[config.mk]
export PLATFORM = sky130hd
export DESIGN_NAME = reg_ctx_engine
export DESIGN_NICKNAME = d
export VERILOG_FILES = /design/src/rtl/reg_ctx_pkg.sv /design/src/rtl/reg_ctx_csum.sv /design/src/rtl/reg_ctx_engine.sv
export SDC_FILE = /design/constraint.sdc
export NUM_CORES = 1
export LEC_CHECK = 0
export CAP_MARGIN = 20
export CELL_PAD_IN_SITES_DETAIL_PLACEMENT = 1
export CELL_PAD_IN_SITES_GLOBAL_PLACEMENT = 2
export CORE_ASPECT_RATIO = 1.5
export CORE_MARGIN = 10
export CORE_UTILIZATION = 23
export CTS_BUF_LIST = sky130_fd_sc_hd__clkbuf_8 sky130_fd_sc_hd__clkbuf_16
export DETAILED_ROUTE_END_ITERATION = 7
export HOLD_SLACK_MARGIN = 0.12
export PLACE_DENSITY_LB_ADDON = 0.1
export RECOVER_POWER = 25
export SYNTH_ARGS = -nofsm -noshare
export SYNTH_HDL_FRONTEND = slang
export SYNTH_SLANG_ARGS = --single-unit
[constraint.sdc]
create_clock -name clk -period 5.05 [get_ports clk]
set_input_delay 1.515 -clock clk [delete_from_list [all_inputs] [get_ports clk]]
set_output_delay 1.515 -clock clk [all_outputs]
set_load 0.005 [all_outputs]
[src/rtl/reg_ctx_pkg.sv]
// Shared definitions for the register-context save/restore engine.
// Holds the command opcodes, FSM state encoding and register index width.
// Optional feature macro: CTX_CHECKSUM_EN (checksum byte appended after the registers).
package reg_ctx_pkg;

  localparam int CTX_NUM_REGS = 4;
  localparam int IDX_W        = 2;  // register select width on the rf ports

  localparam logic CTX_OP_SAVE    = 1'b0;
  localparam logic CTX_OP_RESTORE = 1'b1;

  typedef logic [2:0] ctx_state_t;

  localparam logic [2:0] ST_IDLE      = 3'd0;
  localparam logic [2:0] ST_RD_REQ    = 3'd1;
  localparam logic [2:0] ST_RD_WAIT   = 3'd2;
  localparam logic [2:0] ST_MEM_WR    = 3'd3;
  localparam logic [2:0] ST_MEM_RD    = 3'd4;
  localparam logic [2:0] ST_MEM_RWAIT = 3'd5;
  localparam logic [2:0] ST_RF_WR     = 3'd6;
  localparam logic [2:0] ST_DONE      = 3'd7;

endpackage

[src/rtl/reg_ctx_csum.sv]
// XOR checksum accumulator used by the context engine when CTX_CHECKSUM_EN is defined.
// Latency: sum updates the cycle after acc_i; err_o sets the cycle after a failing cmp_i.
// Backpressure: none; strobes are taken as given. err_o is sticky until clr_i or reset.
// Ports: clk/reset; clr_i clears sum and error; acc_i/acc_data_i fold a byte into the sum;
//        cmp_i/cmp_data_i compare a stored checksum with the running sum; sum_o, err_o.
module reg_ctx_csum #(
  parameter int DW = 8
) (
  input  logic          clk,
  input  logic          reset,
  input  logic          clr_i,
  input  logic          acc_i,
  input  logic [DW-1:0] acc_data_i,
  input  logic          cmp_i,
  input  logic [DW-1:0] cmp_data_i,
  output logic [DW-1:0] sum_o,
  output logic          err_o
);

  logic [DW-1:0] sum_q, sum_d;
  logic          err_q, err_d;

  always_comb begin
    sum_d = sum_q;
    err_d = err_q;
    if (clr_i) begin
      sum_d = '0;
      err_d = 1'b0;
    end else begin
      if (acc_i) sum_d = sum_q ^ acc_data_i;
      if (cmp_i && (cmp_data_i != sum_q)) err_d = 1'b1;
    end
  end

  always_ff @(posedge clk) begin
    if (reset) begin
      sum_q <= '0;
      err_q <= 1'b0;
    end else begin
      sum_q <= sum_d;
      err_q <= err_d;
    end
  end

  assign sum_o = sum_q;
  assign err_o = err_q;

endmodule

[src/rtl/reg_ctx_engine.sv]
// Context save/restore engine: moves R0..R3 between the register file and memory at base+idx.
// Latency: 3 cycles per register with gnt tied high; done pulses 13 cycles after accept.
// Backpressure: holds mem_req/addr/we/wdata until mem_gnt; waits indefinitely for mem_rvalid.
// Ports: cmd_* handshake (op, base), busy/done/ctx_err status, rf_rd_*/rf_wr_* register file
//        master ports, mem_* request/grant/rvalid memory master port.
// Config: CTX_CHECKSUM_EN adds an XOR checksum byte at base+NUM_REGS; default build has none.
module reg_ctx_engine
  import reg_ctx_pkg::*;
#(
  parameter int NUM_REGS = CTX_NUM_REGS,
  parameter int DW       = 8,
  parameter int AW       = 8
) (
  input  logic             clk,
  input  logic             reset,
  input  logic             cmd_valid,
  output logic             cmd_ready,
  input  logic             cmd_op,
  input  logic [AW-1:0]    cmd_base,
  output logic             busy,
  output logic             done,
  output logic             ctx_err,
  output logic             rf_rd_en,
  output logic [IDX_W-1:0] rf_rd_sel,
  input  logic [DW-1:0]    rf_rd_data,
  output logic             rf_wr_en,
  output logic [IDX_W-1:0] rf_wr_sel,
  output logic [DW-1:0]    rf_wr_data,
  output logic             mem_req,
  output logic             mem_we,
  output logic [AW-1:0]    mem_addr,
  output logic [DW-1:0]    mem_wdata,
  input  logic             mem_gnt,
  input  logic             mem_rvalid,
  input  logic [DW-1:0]    mem_rdata
);

  // One spare index bit so idx can point at the checksum slot (idx == NUM_REGS).
  localparam int             CW       = IDX_W + 1;
  localparam logic [CW-1:0]  LAST_IDX = CW'(NUM_REGS - 1);

  ctx_state_t     state_q, state_d;
  logic [CW-1:0]  idx_q, idx_d;
  logic [AW-1:0]  base_q, base_d;
  logic [DW-1:0]  buf_q, buf_d;   // wbuf on SAVE, captured read data on RESTORE
  logic           accept;
  logic           in_csum_slot;

  assign accept = cmd_valid && (state_q == ST_IDLE);

`ifdef CTX_CHECKSUM_EN
  localparam logic [CW-1:0] CSUM_IDX = CW'(NUM_REGS);

  logic [DW-1:0] csum_sum;
  logic          csum_err;
  logic          csum_acc;
  logic          csum_cmp;
  logic [DW-1:0] csum_acc_data;

  assign in_csum_slot  = (idx_q == CSUM_IDX);
  // SAVE folds each byte as it leaves the rf; RESTORE folds each byte as it arrives from memory.
  assign csum_acc      = (state_q == ST_RD_WAIT) ||
                         ((state_q == ST_MEM_RWAIT) && mem_rvalid && !in_csum_slot);
  assign csum_acc_data = (state_q == ST_RD_WAIT) ? rf_rd_data : mem_rdata;
  assign csum_cmp      = (state_q == ST_MEM_RWAIT) && mem_rvalid && in_csum_slot;

  reg_ctx_csum #(.DW(DW)) u_csum (
    .clk        (clk),
    .reset      (reset),
    .clr_i      (accept),
    .acc_i      (csum_acc),
    .acc_data_i (csum_acc_data),
    .cmp_i      (csum_cmp),
    .cmp_data_i (mem_rdata),
    .sum_o      (csum_sum),
    .err_o      (csum_err)
  );

  assign ctx_err   = csum_err;
  assign mem_wdata = in_csum_slot ? csum_sum : buf_q;
`else
  assign in_csum_slot = 1'b0;
  assign ctx_err      = 1'b0;
  assign mem_wdata    = buf_q;
`endif

  always_comb begin
    state_d = state_q;
    idx_d   = idx_q;
    base_d  = base_q;
    buf_d   = buf_q;
    case (state_q)
      ST_IDLE: begin
        if (accept) begin
          idx_d   = '0;
          base_d  = cmd_base;
          // The opcode only selects the first state, so it needs no register of its own.
          state_d = (cmd_op == CTX_OP_RESTORE) ? ST_MEM_RD : ST_RD_REQ;
        end
      end
      ST_RD_REQ: state_d = ST_RD_WAIT;
      ST_RD_WAIT: begin
        buf_d   = rf_rd_data;
        state_d = ST_MEM_WR;
      end
      ST_MEM_WR: begin
        if (mem_gnt) begin
          if (in_csum_slot) begin
            state_d = ST_DONE;
          end else if (idx_q == LAST_IDX) begin
`ifdef CTX_CHECKSUM_EN
            idx_d   = CSUM_IDX;   // stay in MEM_WR for the checksum byte
`else
            state_d = ST_DONE;
`endif
          end else begin
            idx_d   = idx_q + 1'b1;
            state_d = ST_RD_REQ;
          end
        end
      end
      ST_MEM_RD: begin
        if (mem_gnt) state_d = ST_MEM_RWAIT;
      end
      ST_MEM_RWAIT: begin
        if (mem_rvalid) begin
          buf_d   = mem_rdata;
          // The checksum byte is only compared, never written to the rf.
          state_d = in_csum_slot ? ST_DONE : ST_RF_WR;
        end
      end
      ST_RF_WR: begin
        if (idx_q == LAST_IDX) begin
`ifdef CTX_CHECKSUM_EN
          idx_d   = CSUM_IDX;
          state_d = ST_MEM_RD;
`else
          state_d = ST_DONE;
`endif
        end else begin
          idx_d   = idx_q + 1'b1;
          state_d = ST_MEM_RD;
        end
      end
      ST_DONE: state_d = ST_IDLE;
      default: state_d = ST_IDLE;
    endcase
  end

  always_ff @(posedge clk) begin
    if (reset) begin
      state_q <= ST_IDLE;
      idx_q   <= '0;
      base_q  <= '0;
      buf_q   <= '0;
    end else begin
      state_q <= state_d;
      idx_q   <= idx_d;
      base_q  <= base_d;
      buf_q   <= buf_d;
    end
  end

  // Read and write rf strobes come from disjoint states, so they never overlap.
  assign cmd_ready  = (state_q == ST_IDLE);
  assign busy       = (state_q != ST_IDLE);
  assign done       = (state_q == ST_DONE);
  assign rf_rd_en   = (state_q == ST_RD_REQ);
  assign rf_rd_sel  = idx_q[IDX_W-1:0];
  assign rf_wr_en   = (state_q == ST_RF_WR);
  assign rf_wr_sel  = idx_q[IDX_W-1:0];
  assign rf_wr_data = buf_q;
  assign mem_req    = (state_q == ST_MEM_WR) || (state_q == ST_MEM_RD);
  assign mem_we     = (state_q == ST_MEM_WR);
  // Natural AW-bit wrap of base+idx.
  assign mem_addr   = base_q + AW'(idx_q);

endmodule

-- After elaboration in Yosys (flattened, before gate mapping)
Cells that the tools add are included.
- add/subtract/negate cells: 2
- multipliers: 0
- divide/modulo/power cells: 0
- $lt $le $gt $ge: 0
- eq/ne operators: 12
- shift-type cells: 0
- multiplexer cells: 14
- bitwise logic cells: 0
- reductions and logical operators: 10
- operator list (operator ; count):
    3-bit two-way mux ; 9
    3-bit case mux with 8 select lines ; 1
    8-bit case mux with 2 select lines ; 1
    3-bit equality test, second input constant ; 4
    3-bit by 2-bit equality test with 1-bit output, second input constant ; 3
    3-bit case mux with 3 select lines ; 1
    8-bit by 3-bit adder with 8-bit output ; 1
    8-bit two-way mux ; 1
    3-bit nonzero test ; 2
    2-bit by 1-bit != test with 1-bit output, second input constant ; 2
    2-bit != test, second input constant ; 2
    2-bit AND reduction ; 2
    4-bit AND reduction ; 1
    3-bit by 1-bit adder with 3-bit output, second input constant ; 1
    3-bit by 1-bit equality test with 1-bit output, second input constant ; 1
    3-bit zero test ; 1
    3-bit AND reduction ; 1
    2-bit two-way mux ; 1
    2-bit nonzero test ; 1
    1-bit logical AND ; 1
    1-bit logical OR ; 1
- bits in registers: 22
- bits in latches: 0
- memory bits (writable): 0
- ROM bits: 0
- input bits: 30
- output and inout bits: 36
- word-level logic and storage cells: 42
- memories kept: 0

-- Depth between registers and ports, before layout
Gate-level depths: netlist (run 1).
- depth after elaboration: 4
- depth in mapped cells: 8
- depth with buffers taken out: 7

-- Worst setup path after synthesis (run 1)
No wires, ideal clock.
- path type: register -> output
- from: reg idx_q[0]
- to: out mem_addr[6]
- arrival time: 1.495 ns
- data required time: 3.535 ns
- setup slack: 2.040 ns
- stages on the path, launching flop included: 8
- path through: dfxtp_1 > ha_1 > inv_1 > fa_1 > nor2_1 > o21ai_0 > nor2_1 > xor2_1
- longest elaborated chain between the ends: 1
- ends and longest elaborated chain (what ; line ; source):
    start: declaration ; reg_ctx_engine.sv:43 ; logic [CW-1:0] idx_q, idx_d;
    start signal: assignment ; reg_ctx_engine.sv:158 ; idx_q <= idx_d;
    8-bit by 3-bit adder with 8-bit output ; reg_ctx_engine.sv:176 ; assign mem_addr = base_q + AW'(idx_q);
    end: declaration ; reg_ctx_engine.sv:31 ; output logic [AW-1:0] mem_addr,
Every way passes these cells.

-- Final worst setup path (run 1)
Ends and elaborated chain as after synthesis.

==> results.yml, run 1 <==
outcome:
  status: "completed"
critical_path:
  cpMaxStageDelayCell: "clkdlybuf4s50_1"
  cp-endpoint: "mem_addr[6]"
  max_stage_delay_ns: 0.52
  critPathBufInv: 2
  cp_num_cells: 8
  critPathLaunchType: "register"
  critPathTopFamily: "adder cells"
  path_class: "reg -> out"
  r2r_slack_ns: 2.90
  cp_cell_sequence: "ha_1 > inv_1 > fa_1 > nor2_1 > o21ai_0 > nor2_1 > xor2_1 > clkdlybuf4s50_1"
  timing.rr.end: "mem_wdata[2]"
  worstPathMaxFanout: 6
  cpMostUsedCell: "nor2_1"
  crit_path_start: "idx_q[0]"
  cp_data_arrival_time_ns: 2.38
  timing.rr.start: "state_q[0]"
  critical_path_required_ns: 3.54
  ff2ff_path_depth: 4
  end_kind: "primary output"
cts:
  clk_pin_slew_ns: 0.08
  cts_sinks: 22
  cts-root-buf: "clkbuf_8"
  cts_buffers: 3
  insertion_delay_ns: 0.25
  cts_tree: "yes"
  htreeDepth: 1
  ctsHoldBuffers: 0
  cts_resized: 0
  cts_setup_buffers: 0
  ctsLongestPathBuffers: 2
routing:
  viasPerCell: 4.495
  detail_route.first_pass.iterations: 4
  routed_wl_um: 4360
  vias: 1326
  drtAntennaViolNets: 0
  wl_per_cell_um: 14.78
  drc: 0
  first_iter_violations: 66
synthesis:
  synthDistinctLibCells: 42
  synth_area_mm2: 0.001411
  ys.flop_type: "dfxtp_1"
  synth_top_area_cell: "dfxtp_1"
  synth_edf_count: 0
  synth_fp_nets: 214
  netlist_instances: 178
  synthArstFlopShare_pct: 0
  synth_area_per_cell_um2: 7.929
  yosysSeqAreaShare_pct: 31.21
  yosys_warnings: 0
  ys_seq_elements: 22
  ys_top_cells_by_area: "dfxtp_1 31%, buf_4 8.0%, a21oi_1 7.8%"
  synth_top_area_share_pct: 31.21
global_route:
  grt_antenna_before_repair: 0
  grt_usage_pct: 8.862
  grt_pass1_wl_um: 7245
  grt_overflow: 0
  grt_max_degree: 22
  grt_pass1_vias: 1500
place:
  place.gp.congestion: 0.7964
  place_inst: 292
  dp_hpwl_um: 3615
  placed_area_mm2: 0.001979
  port_buffers: 64
sta:
  finalCritPeriodShare_pct: 77.05
  setup_violations: 0
  final-max-slew-violation-count: 0
  fmax_mhz: 257.0
  worst_pin_slew_ns: 0.8578
  fin_tns_setup_ns: 0
  slew_headroom_pct: 42.63
  fin_crit_ns: 3.891
  finalHoldViolCount: 0
  rsz0062_at_grt: "no"
  fin_worst_skew_ns: 0.001496
  fin_hold_ws_ns: 0.4619
cells_and_area:
  multi_input_area_um2: 770.7
  nets: 261
  drive_gt1_share_pct: 5.381
  finalNonFillerCells: 295
  design_area_mm2: 0.002021
  fillers: 722
  area_growth_pct: 43.17
  register_area_um2: 440.4
  antennaDiodeCount: 0
floorplanning:
  initial_core_util_pct: 24.04
  pin_count: 66
  dieArea_mm2: 0.009734
  die_h_um: 115.9
  rows: 34
  die_w_um: 83.96
  core-area_mm2: 0.005871
power_and_ir_drop:
  p_leak_nw: 0.7865
  peakVddDrop_mv: 0.1744
  totalPowerFinal_uw: 726.1
  power_density_mw_per_mm2: 359.3
hold_path:
  min_from: "base_q[0]"
  hp-class: "reg -> reg"
job:
  maxCapViolations: 0
-- stage by stage --
step	worst slack (ns)	utilization [%]
after floorplan	2.040	-
after global placement	1.405	33.72
after detailed placement	1.370	33.72
after CTS	1.090	34.42
after global routing	0.9335	34.42
final	1.159	34.42
-- area by class of cell --
cell class                 instances  share of cell area (%)
timing repair buffer              64                   31.70
multi-input combinational        124                   38.14
clock buffer                       3                   2.043
inverter                          10                   1.858
sequential                        22                   21.80
tap                               72                   4.458
-- cell families (layout without fill, tap and decap cells) --
| family | Yosys count | after routing | share of synthesized area, % |
|---|---|---|---|
| flops | 22 | 22 | 31.21 |
| mux | 8 | 8 | 5.674 |
| other cells | 1 | 1 | 0.2657 |
| fa+ha+maj | 6 | 6 | 5.851 |
| xor+xnor | 5 | 5 | 3.103 |
| compound gates | 40 | 40 | 19.33 |
| simple gates | 64 | 64 | 20.39 |
| buf+inv | 32 | 77 | 14.18 |
-- cell usage in the layout, fill, tap and decap left out, types with 2 or more instances in the layout --
cell / instances
o21ai_1: 3
mux2i_1: 8
o21ai_0: 3
xnor2_1: 4
a21oi_1: 22
nand2b_1: 2
dfxtp_1: 22
nor3b_1: 2
inv_1: 9
nor3_1: 2
clkdlybuf4s50_1: 63
ha_1: 5
nand2_1: 24
clkbuf_8: 3
nor2_1: 25
-- flip-flops by register name (all words and copies together) (netlist names) --
register	cells
base_q	8
idx_q	3
mem_wdata	8
state_q	3
-- worst min-delay path: stages, from the launching register on --
cell     delay, ns
dfxtp_1       0.32
nand2_1       0.05
a21oi_1       0.05
-- synthesized netlist by cell type, types with 2 or more instances --
| cell type | number |
|---|---|
| nand2_1 | 24 |
| nand2b_1 | 2 |
| a21oi_1 | 22 |
| o21ai_1 | 3 |
| inv_1 | 9 |
| nor3b_1 | 2 |
| o21ai_0 | 3 |
| clkbuf_1 | 3 |
| buf_6 | 3 |
| nor2_1 | 25 |
| xnor2_1 | 4 |
| ha_1 | 5 |
| nor3_1 | 2 |
| buf_4 | 15 |
| mux2i_1 | 8 |
| dfxtp_1 | 22 |
-- worst min path at each step --
| stage | end | cells past startpoint | slack, ns |
|---|---|---|---|
| global route | base_q[2] | 2 | 0.50 |
| CTS | base_q[0] | 2 | 0.47 |
| finish | base_q[0] | 2 | 0.46 |
| floorplan | base_q[0] | 2 | 0.44 |
| global placement | base_q[2] | 2 | 0.45 |
| detailed placement | base_q[0] | 2 | 0.46 |
-- routing by layer --
layer	vias to the layer above	GRT usage [%]	routed length, µm
met2	44	16.76	2326
met4	0	3.135	68
met1	598	8.370	1596
li1	678	-	-
met5	-	0	0
met3	6	3.722	369
-- power breakdown --
part           switching, mW  internal [mW]  total, mW  leakage (nW)
clock                 0.0534         0.0531      0.107        0.0216
combinational          0.156          0.197      0.353         0.586
sequential            0.0597          0.207      0.267         0.179
Note: power is estimated with default switching activity, not from simulation.
==> run 2: changes to the inputs <==
Settings changed: CORE_UTILIZATION 23 to 20.
Clock period 5.05 ns to 3.5 ns, I/O delays scaled along.
==> results.yml, run 2 (synthesis gave the netlist of run 1 again) <==
routing:
  wl_met1_um: 1783
  viasPerCell: 4.401
  routed-wl-met3_um: 445
  wl_per_cell_um: 14.85
  first_iter_violations: 34
  routed_wl_um: 4513
  detail_route.first_pass.iterations: 4
  drc: 0
  highest_layer: "met4"
  wl_met2_um: 2236
  drtAntennaViolNets: 0
  vias: 1338
cells_and_area:
  design_area_mm2: 0.002051
  nets: 263
  fillers: 819
  layout_common_cells: "62 x clkdlybuf4s50_1, 25 x nor2_1, 24 x nand2_1"
  area_growth_pct: 45.30
  final_common_cell: "clkdlybuf4s50_1"
  finalNonFillerCells: 304
  antennaDiodeCount: 0
  drive_gt1_share_pct: 6.195
floorplanning:
  dieArea_mm2: 0.01089
  pin_count: 66
  die_w_um: 88.59
  rows: 37
  core-area_mm2: 0.006852
  initial_core_util_pct: 20.60
  die_h_um: 122.9
cts:
  cts_buffers: 3
  cts_setup_buffers: 0
  cts_tree: "yes"
  clk_pin_slew_ns: 0.08
  cts-root-buf: "clkbuf_8"
  cts_sinks: 22
  insertion_delay_ns: 0.26
  htreeDepth: 1
  ctsLongestPathBuffers: 2
sta:
  fmax_mhz: 311.1
  worst_pin_slew_ns: 0.6014
  rsz0062_at_grt: "no"
  final-max-slew-violation-count: 0
  setup_violations: 0
  finalWorstSetupSlack_ns: 0.2854
  fin_tns_setup_ns: 0
  fin_worst_skew_ns: 0.002196
  finalCritPeriodShare_pct: 91.84
  fin_crit_ns: 3.215
  finalHoldViolCount: 0
  slew_headroom_pct: 59.79
critical_path:
  cp-endpoint: "mem_addr[4]"
  max_stage_delay_ns: 0.52
  crit_path_start: "idx_q[0]"
  cpMaxStageDelayCell: "clkdlybuf4s50_1"
  timing.rr.end: "mem_wdata[0]"
  worstPathMaxFanout: 6
  cp_cell_sequence: "ha_1 > inv_1 > fa_1 > nor2_1 > o21ai_0 > xnor2_1 > clkdlybuf4s50_1"
  timing.rr.start: "state_q[1]"
  end_kind: "primary output"
  critical_path_required_ns: 2.45
  ff2ff_path_depth: 5
  cp_data_arrival_time_ns: 2.16
  r2r_slack_ns: 1.27
  path_class: "reg -> out"
  critPathLaunchType: "register"
power_and_ir_drop:
  pwr-share-seq_pct: 33.4
  p_leak_nw: 0.8158
  clkPwrFrac_pct: 16.9
  power_density_mw_per_mm2: 529.9
  peakVddDrop_mv: 0.1758
  switching_share_pct: 37.03
  p_int_uw: 684.3
  p_comb_share_pct: 49.6
  power.net_switching_uw: 402.4
place:
  dp_hpwl_um: 3733
  place.gp.congestion: 0.6947
  placed_area_mm2: 0.002002
  port_buffers: 64
  dp_slack_ns: 0.2717
  place_inst: 300
global_route:
  grt_overflow: 0
  grt_pass1_wl_um: 7258
  grt_antenna_before_repair: 0
  grt_pass1_vias: 1527
  grt_usage_pct: 8.451
  grt_max_degree: 19
outcome:
  status: "completed"
hold_path:
  hp-class: "reg -> reg"
job:
  maxCapViolations: 0
-- run 2: cell types whose count changed in the layout (fill, tap and decap cells not counted) --
cell and change:
dlymetal6s2s_1 +1, clkbuf_8 +1, o22a_1 +1, o22a_4 -1
clkdlybuf4s50_1 -1, buf_4 +1, clkbuf_1 +1, dfxtp_1 -1
dfxtp_4 +1
-- run 2: worst min path at each step --
stage	startpoint	endpoint	slack (ns)	cells past startpoint
global route	base_q[0]	base_q[0]	0.50	2
detailed placement	base_q[0]	base_q[0]	0.46	2
CTS	base_q[0]	base_q[0]	0.47	2
global placement	base_q[2]	base_q[2]	0.46	2
floorplan	base_q[0]	base_q[0]	0.44	2
finish	base_q[0]	base_q[0]	0.47	2
-- run 2: critical path: cells and delay by family, from the launching register on --
| kind | cells | cell delay [ns] |
|---|---|---|
| xor+xnor | 1 | 0.16 |
| fa+ha+maj | 2 | 0.55 |
| simple gates | 1 | 0.12 |
| buf+inv | 2 | 0.58 |
| flops | 1 | 0.38 |
| compound gates | 1 | 0.13 |
-- run 2: layout make-up --
class / count / area [µm²] / area share [%]
tap: 78 / 97.59 / 4.759
multi-input combinational: 124 / 762.0 / 37.16
inverter: 10 / 37.54 / 1.830
timing repair buffer: 66 / 654.4 / 31.91
clock buffer: 4 / 55.05 / 2.685
sequential: 22 / 444.2 / 21.66
-- run 2: power by group through the flow --
stage	combinational (mW)	clock [mW]	sequential [mW]
floorplan	0.361	0	0.340
global placement	0.549	0	0.367
detailed placement	0.558	0	0.370
CTS	0.561	0.196	0.365
global route	0.603	0.207	0.375
finish	0.539	0.184	0.363
-- run 2: repair_timing --
| action | CTS | global route |
|---|---|---|
| pin swaps | 0 | 1 |
| gates resized for setup | 1 | 2 |
| hold buffers | 0 | 0 |
| endpoints found under the hold margin | 0 | 0 |
| endpoints found under the setup margin | 1 | 1 |
-- run 2: per-layer routing --
metal | vias to the layer above | GRT usage (%)
met2 | 45 | 15.03
met3 | 4 | 4.045
met5 | - | 0
li1 | 677 | -
met1 | 612 | 8.382
met4 | 0 | 2.738
-- run 2: stage by stage --
stage               total power, mW  utilization, %  hold WS [ns]
floorplan                    0.7010               -        0.4400
global placement             0.9164           29.22        0.4594
detailed placement           0.9283           29.22        0.4577
CTS                           1.122           30.04        0.4706
global route                  1.185           29.93        0.5030
finish                        1.087           29.93        0.4651
==> run 3: changes to the inputs <==
Settings changed: CORE_MARGIN 10 to 5, SKIP_CTS_REPAIR_TIMING from default to 1.
==> results.yml, run 3 (synthesis gave the netlist of run 1 again) <==
outcome:
  status: "completed"
power_and_ir_drop:
  totalPowerFinal_mw: 1.094
  switching_share_pct: 37.00
  power_density_mw_per_mm2: 529.5
  p_int_uw: 689.0
  clkPwrFrac_pct: 17.3
  power.net_switching_uw: 404.7
  pwr-share-seq_pct: 31.9
  p_leak_nw: 0.8246
  peakVddDrop_mv: 0.2244
  p_comb_share_pct: 50.9
routing:
  routed_wl_um: 4259
  viasPerCell: 4.458
  drc: 0
  wl_met2_um: 2271
  wl_met1_um: 1675
  highest_layer: "met4"
  vias: 1364
  drtAntennaViolNets: 0
  routed-wl-met3_um: 280
  detail_route.first_pass.iterations: 4
  first_iter_violations: 22
  wl_per_cell_um: 13.92
cells_and_area:
  drive_gt1_share_pct: 7.489
  nets: 264
  fillers: 832
  area_growth_pct: 46.37
  final_util_pct: 30.15
  finalNonFillerCells: 306
  final_common_cell: "clkdlybuf4s50_1"
  layout_common_cells: "62 x clkdlybuf4s50_1, 25 x nor2_1, 24 x nand2_1"
sta:
  fmax_mhz: 314.0
  slew_headroom_pct: 61.45
  finalHoldViolCount: 0
  rsz0062_at_grt: "no"
  fin_worst_skew_ns: 0.003669
  finalCritPeriodShare_pct: 90.98
  fin_crit_ns: 3.184
  worst_pin_slew_ns: 0.5766
  fin_tns_setup_ns: 0
  final-max-slew-violation-count: 0
  setup_violations: 0
  finalWorstSetupSlack_ns: 0.3155
critical_path:
  cp_cell_sequence: "ha_1 > inv_1 > fa_1 > nor2_1 > o21ai_1 > xnor2_1 > clkdlybuf4s50_1"
  max_stage_delay_ns: 0.51
  critPathLaunchType: "register"
  end_kind: "primary output"
  cpMaxStageDelayCell: "clkdlybuf4s50_1"
  critPathBufInv: 2
  cp_data_arrival_time_ns: 2.13
  critPathTopFamily: "adder cells"
  critical_path_required_ns: 2.45
  path_class: "reg -> out"
  worstPathMaxFanout: 6
floorplanning:
  rows: 37
  core-area_mm2: 0.006852
  die_w_um: 78.59
  die_h_um: 112.9
  initial_core_util_pct: 20.60
  dieArea_mm2: 0.008872
  pin_count: 66
cts:
  insertion_delay_ns: 0.26
  cts-root-buf: "clkbuf_8"
  cts_buffers: 3
  clk_pin_slew_ns: 0.09
  cts_sinks: 22
  ctsLongestPathBuffers: 2
  htreeDepth: 1
  cts_tree: "yes"
job:
  maxCapViolations: 0
place:
  dp_slack_ns: 0.2754
  port_buffers: 64
  dp_hpwl_um: 3465
  place_inst: 301
  place.gp.congestion: 0.6790
global_route:
  grt_overflow: 0
  grt_antenna_before_repair: 1
  grt_usage_pct: 10.24
  grt_pass1_vias: 1515
  grt_pass1_wl_um: 7383
  grt_max_degree: 19
hold_path:
  hp-class: "reg -> reg"
[run 3: metrics by stage]
step           cell area, µm²  hold WS [ns]
3_5_place_dp             2009        0.4614
6_report                 2066        0.4684
3_3_place_gp             2009        0.4564
5_1_grt                  2066        0.5011
2_1_floorplan            1411        0.4400
4_1_cts                  2064        0.4746
[run 3: tightest hold or removal path, stage by stage, from the launching register on]
cell and delay (ns):
dfxtp_1 0.32, nand2_1 0.05, a21oi_1 0.05
[run 3: power by group through the flow]
stage                     combinational, mW  clock (mW)  sequential (mW)
after global placement                0.565           0            0.352
after detailed placement              0.575           0            0.355
after global routing                  0.624       0.207            0.360
final                                 0.556       0.189            0.349
after CTS                             0.577       0.201            0.350
after floorplan                       0.361           0            0.340
[run 3: area by class of cell]
| class | count | area, µm² | area share, % |
|---|---|---|---|
| Antenna cell | 1 | 2.502 | 0.1211 |
| Multi-Input combinational cell | 124 | 762.0 | 36.89 |
| Tap cell | 78 | 97.59 | 4.724 |
| Timing Repair Buffer | 67 | 665.6 | 32.22 |
| Sequential cell | 22 | 445.4 | 21.56 |
| Inverter | 10 | 37.54 | 1.817 |
| Clock buffer | 4 | 55.05 | 2.665 |
[run 3: worst paths after layout]
| kind | slack (ns) | startpoint | endpoint | cells past startpoint |
|---|---|---|---|---|
| worst max-delay path | 0.32 | idx_q[0] | mem_addr[4] | 7 |
| worst min-delay path | 0.47 | base_q[0] | base_q[0] | 2 |
| worst max register to register | 1.37 | state_q[2] | mem_wdata[6] | 4 |
| worst min register to register | 0.47 | base_q[0] | base_q[0] | 2 |
[run 3: routing by layer]
layer / vias to the layer above / track usage (%)
li1: 680 / -
met1: 640 / 11.13
met2: 42 / 18.83
met3: 2 / 2.946
met4: 0 / 3.151
met5: - / 0
==> RTL edit 1, RTL diff (flow settings as in run 2) <==
Make the reset (`reset`) asynchronous in one clocked block.
--- a/src/rtl/reg_ctx_engine.sv
+++ b/src/rtl/reg_ctx_engine.sv
@@ -147,7 +147,7 @@
     endcase
   end
 
-  always_ff @(posedge clk) begin
+  always_ff @(posedge clk or posedge reset) begin
     if (reset) begin
       state_q <= ST_IDLE;
       idx_q   <= '0;
Formal check against the unedited RTL: differs if reset is asserted again (counterexample within 4 cycles, from zero or initial values and one cycle with reset high); with reset held inactive, the same outputs for 10 cycles.
==> RTL edit 1 against run 2 <==
Synthesized area is 3.9% higher. Critical endpoint is now mem_addr[7]. Highest routed layer unchanged. Sequential cell count stayed put. Hold slack better by 0.047 ns. Critical path type unchanged. Clock skew is 0.0049 ns higher. Worst setup slack worse by 0.086 ns. Largest power group unchanged. Cell area is 4.3% higher. Power rose by 63%. Routed wire length is 0.51% lower.
==> RTL edit 1: results (changes against run 2) <==
[clocking]
cts_buffers=3  ; unchanged
cts_max_level=1  ; unchanged
path_clk_slew_ns=0.08  ; about the same
clock_path_buffers=2  ; unchanged
clk_latency_ns=0.27
root_buffer=clkbuf_8

[route]
first_iter_violations=27  ; -21%
wire_per_inst_um=15.0  ; +1.2%
viasPerCell=4.01  ; -8.9%
drt_pass1_iterations=4  ; unchanged

[synth]
yosysWarnings=0  ; unchanged
synth-async-reset-ratio_pct=100  ; +100 points
synth_area_leaders=dfrtp_1 38%, mux2_4 8.2%, buf_4 6.7%, mux2i_1 6.1%, ha_1 4.3%
yosys.cell_types.count=36  ; -14%
synth.top_cells.by_count=22 x dfrtp_1, 16 x nand2_1, 13 x buf_4
synth_nets=186  ; -13%
synth_seq_area_share_pct=37.5  ; +6.3 points

[pwr]
p_leak_uw=0.000947  ; +16%
peakVddDrop_uv=286  ; +63%

[critical_path]
critPathMaxFanout=5  ; -1
crit_path_max_incr_delay_ns=0.52  ; about the same
crit_slowest_cell=clkdlybuf4s50_1
crit_arrival_ns=2.25  ; +0.09 ns
worst_path_dominant_cell_family=buffers and inverters

[placement]
place.gp.congestion=0.725  ; +4.4%
hpwlAfterDp_um=3640  ; -2.6%
numPortBuffers=64  ; unchanged
post-place-ws_ns=0.280  ; +0.00853 ns

[final_layout]
layout-drive-gt1-share_pct=5.03  ; -1.2 points
fillerInstances=849  ; +3.7%
final_common_cell=clkdlybuf4s50_1
antenna_cells=0  ; unchanged
fin_nets=236  ; -10%

[sta]
worst_slew_pin_slew_ns=0.883  ; +0.282 ns
tns_ns=0  ; unchanged
fin_skew_ns=0.00709  ; +0.00490 ns

[global_route]
antenna_found_initial=0  ; unchanged
grt.total_usage_pct=8.14  ; -0.31 points
grt_max_degree=23  ; +4
grt_pass1_vias=1370  ; -10%
grt_pass1_wl_um=7450  ; +2.7%

[outcome]
status=complete, no violations

[worst_hold_path]
holdCritPathClass=register to register

[RTL edit 1: cell types whose count changed after synthesis, sizes merged, moves of 3 or more]
cell / change
dfrtp: +22
a21oi: -19
o21ai: +7
nor2: -19
nand3: +3
dfxtp: -22
xor2: +3
nand2: -7
mux2: +8
[RTL edit 1: metrics by stage]
step	hold slack, ns	util, %	area (um^2)	cells	power [uW]
floorplan	0.486	-	1470	150	1120
global placement	0.493	29.1	2090	294	1590
detailed placement	0.511	29.1	2090	294	1610
CTS	0.532	30.2	2170	299	1880
global route	0.542	29.8	2140	299	1950
finish	0.512	29.8	2140	299	1780
[RTL edit 1: metal layers]
layer,share of wire [%],GRT usage (%),vias to the layer above
li1,-,-,588
met2,51,14.1,36
met4,1.4,3.10,0
met3,5.6,2.65,4
met5,0,0,-
met1,42,8.98,571
[RTL edit 1: area by class of cell]
class | count | area [um^2] | share of cell area (%)
inverter | 12 | 46.3 | 2.17
clock inverter | 1 | 30.0 | 1.40
clock buffer | 3 | 41.3 | 1.93
tap | 100 | 125 | 5.85
multi-input combinational | 95 | 687 | 32.1
timing repair buffer | 66 | 658 | 30.8
sequential | 22 | 551 | 25.7
[RTL edit 1: worst register-to-register path, delay by kind of cell (launching register included)]
| kind | cells | cell delay [ns] |
|---|---|---|
| AND/OR/NAND/NOR | 2 | 0.66 |
| flip-flops | 1 | 0.65 |
| AO/OA/AOI/OAI | 2 | 0.55 |
[RTL edit 1: final timing paths]
path                       slack, ns  depth (start not counted)      endpoint        from
min reg2reg                     0.51                          1     base_q[0]   base_q[0]
max in group asynchronous       1.55                          2     base_q[2]       reset
min                             0.51                          1     base_q[0]   base_q[0]
min in group asynchronous       1.41                          2      idx_q[2]       reset
max                             0.20                          6   mem_addr[7]    idx_q[1]
max reg2reg                     1.53                          4  mem_wdata[6]  state_q[0]
[RTL edit 1: logic make-up (layout without fill, tap and decap cells)]
family | after synthesis | after routing | share of synthesized area (%)
and+or+nand+nor | 37 | 37 | 12.5
buffers and inverters | 33 | 82 | 13.3
AOI/OAI and AO/OA | 27 | 27 | 12.2
DFF | 22 | 22 | 37.5
muxes | 17 | 17 | 14.3
xor gates and xnor gates | 7 | 7 | 4.18
adders and majority gates | 6 | 6 | 5.63
other | 1 | 1 | 0.256
[RTL edit 1: what timing repair did]
| item | 4_1_cts | 5_1_grt |
|---|---|---|
| hold buffers | 0 | 0 |
| endpoints found under the hold margin | 0 | 0 |
| pin swaps | 0 | 1 |
| buffers inserted | 1 | 0 |
| gates resized for setup | 0 | 1 |
| endpoints found under the setup margin | 1 | 1 |
[RTL edit 1: where the power goes]
part / switching (uW) / total (uW) / internal, uW
sequential: 148 / 520 / 373
combinational: 395 / 1010 / 613
clock: 94.0 / 247 / 153
==> RTL edit 2, RTL diff (config.mk and constraints of run 2) <==
Made on the original files. Add a define of `CTX_CHECKSUM_EN`.
--- a/src/rtl/reg_ctx_engine.sv
+++ b/src/rtl/reg_ctx_engine.sv
@@ -4,6 +4,8 @@
 // Ports: cmd_* handshake (op, base), busy/done/ctx_err status, rf_rd_*/rf_wr_* register file
 //        master ports, mem_* request/grant/rvalid memory master port.
 // Config: CTX_CHECKSUM_EN adds an XOR checksum byte at base+NUM_REGS; default build has none.
+`define CTX_CHECKSUM_EN
+
 module reg_ctx_engine
   import reg_ctx_pkg::*;
 #(
Function: no difference found for any inputs over 10 cycles, from zero or initial values and one cycle with reset high; that may be too few to reach the edited logic, so the function may still have changed.
==> RTL edit 2 against run 2 <==
Hold slack got worse by 0.0037 ns. Sequential cell count rose by 9. Routed wire length grew 60%. Power up 51%. Sequential power rose by 41%. Synthesized area increased by 42%. Cell area rose by 40%. First-iteration DRC count increased by 62%. Die area grew 34%. Worst setup slack got worse by 0.087 ns. Critical endpoint is now mem_addr[7]. Largest cell class unchanged.
==> RTL edit 2: results (changes against run 2) <==
[sta]
fin_skew_ns=0.00511  ; +0.00291 ns
worst_slew_pin_slew_ns=0.899  ; +0.298 ns

[worst_hold_path]
holdCritPathClass=register to register

[placement]
numPortBuffers=65  ; +1.6%
place.gp.congestion=0.701  ; +0.96%
hpwlAfterDp_um=5670  ; +52%

[global_route]
grt_max_degree=18  ; -1
grt.total_usage_pct=10.1  ; +1.7 points
grt_pass1_vias=2159  ; +41%
grt_pass1_wl_um=11500  ; +59%

[synth]
yosys.cell_types.count=48  ; +14%
synth_seq_area_share_pct=30.9  ; -0.34 points
synth.top_cells.by_count=39 x nand2_1, 31 x dfxtp_1, 20 x a21oi_1
synth_area_leaders=dfxtp_1 31%, nand2_1 7.3%, xor2_1 5.2%, mux2_2 5.0%, a21oi_1 5.0%
synth-edff-count=0  ; unchanged
synth_nets=279  ; +30%

[pwr]
peakVddDrop_uv=167  ; -5.3%
p_leak_uw=0.00111  ; +37%

[clocking]
clk_latency_ns=0.28  ; +0.02 ns
cts_buffers=5  ; +2
root_buffer=clkbuf_16
path_clk_slew_ns=0.05  ; -0.03 ns
clock_path_buffers=2  ; unchanged

[outcome]
status=complete, no violations

[critical_path]
reg2reg_slack_ns=1.32  ; +0.05 ns

[final_layout]
layout-drive-gt1-share_pct=10.3  ; +4.1 points
fillerInstances=1146  ; +40%

[route]
first_iter_violations=55  ; +62%
wirelength_um=7220  ; +60%

RTL edit 2: cell types whose count changed after synthesis, moves of 9 or more:
cell | run 2 | this run
nand2_1 | 24 | 39
nor2_1 | 25 | 13
xor2_1 | 1 | 12
buf_4 | 15 | 5
dfxtp_1 | 22 | 31
mux2_2 | 0 | 9
or3_1 | 0 | 9
RTL edit 2: layer usage:
layer	GRT usage [%]	vias up	part of all wire, %	wire length (um)
li1	-	959	-	-
met1	10.7	903	40	2880
met2	18.4	48	51	3700
met3	3.62	7	7.6	547
met4	2.91	0	1.2	85
met5	0	-	0	0
RTL edit 2: metrics by stage:
step / worst slack [ns] / cell area (um^2) / hold slack [ns] / cells / utilization [%]
CTS: 0.00391 / 2870 / 0.467 / 417 / 29.4
floorplan: 0.886 / 2010 / 0.440 / 242 / -
finish: 0.198 / 2870 / 0.461 / 417 / 29.4
detailed placement: 0.210 / 2730 / 0.459 / 409 / 28.0
global route: 0.0385 / 2870 / 0.496 / 417 / 29.4
global placement: 0.248 / 2730 / 0.447 / 409 / 28.0
RTL edit 2: area by class of cell:
| cell class | instances | share of cell area [%] |
|---|---|---|
| multi-input combinational | 180 | 42.6 |
| timing repair buffer | 71 | 24.2 |
| sequential | 31 | 21.8 |
| tap | 115 | 5.02 |
| clock buffer | 5 | 4.36 |
| inverter | 12 | 1.57 |
| clock inverter | 3 | 0.436 |
RTL edit 2: final timing paths:
check,startpoint,cells past startpoint,endpoint
max,idx_q[2],6,mem_addr[7]
min,base_q[2],2,base_q[2]
max reg2reg,idx_q[1],7,idx_q[0]
min reg2reg,base_q[2],2,base_q[2]
RTL edit 2: power by group:
group	internal [uW]	switching [uW]	total (uW)	leakage, uW
sequential	422	89.8	512	0.000254
combinational	384	326	710	0.000785
clock	257	160	417	0.0000762
total	1060	576	1640	0.00111
RTL edit 2: worst reg2reg max path, stage by stage, from the launching register on:
cell	delay, ns
dfxtp_2	0.35
inv_1	0.11
ha_1	0.23
nand2_1	0.33
buf_4	0.30
a311oi_2	0.53
nand3b_1	0.18
o41ai_2	0.07
RTL edit 2: repair_timing:
item,in CTS,in global routing
endpoints found under the setup margin,1,1
resized for setup,2,3
pin swaps,0,0
buffers inserted,0,0
hold buffers,0,0
RTL edit 2: logic make-up after synthesis:
kind of cell / Yosys count / share of synthesized area, %
DFF: 31 / 30.9
AOI/OAI and AO/OA: 53 / 18.2
xor gates and xnor gates: 15 / 6.53
and+or+nand+nor: 88 / 22.0
muxes: 17 / 9.02
buffers and inverters: 31 / 8.71
adders and majority gates: 7 / 4.73
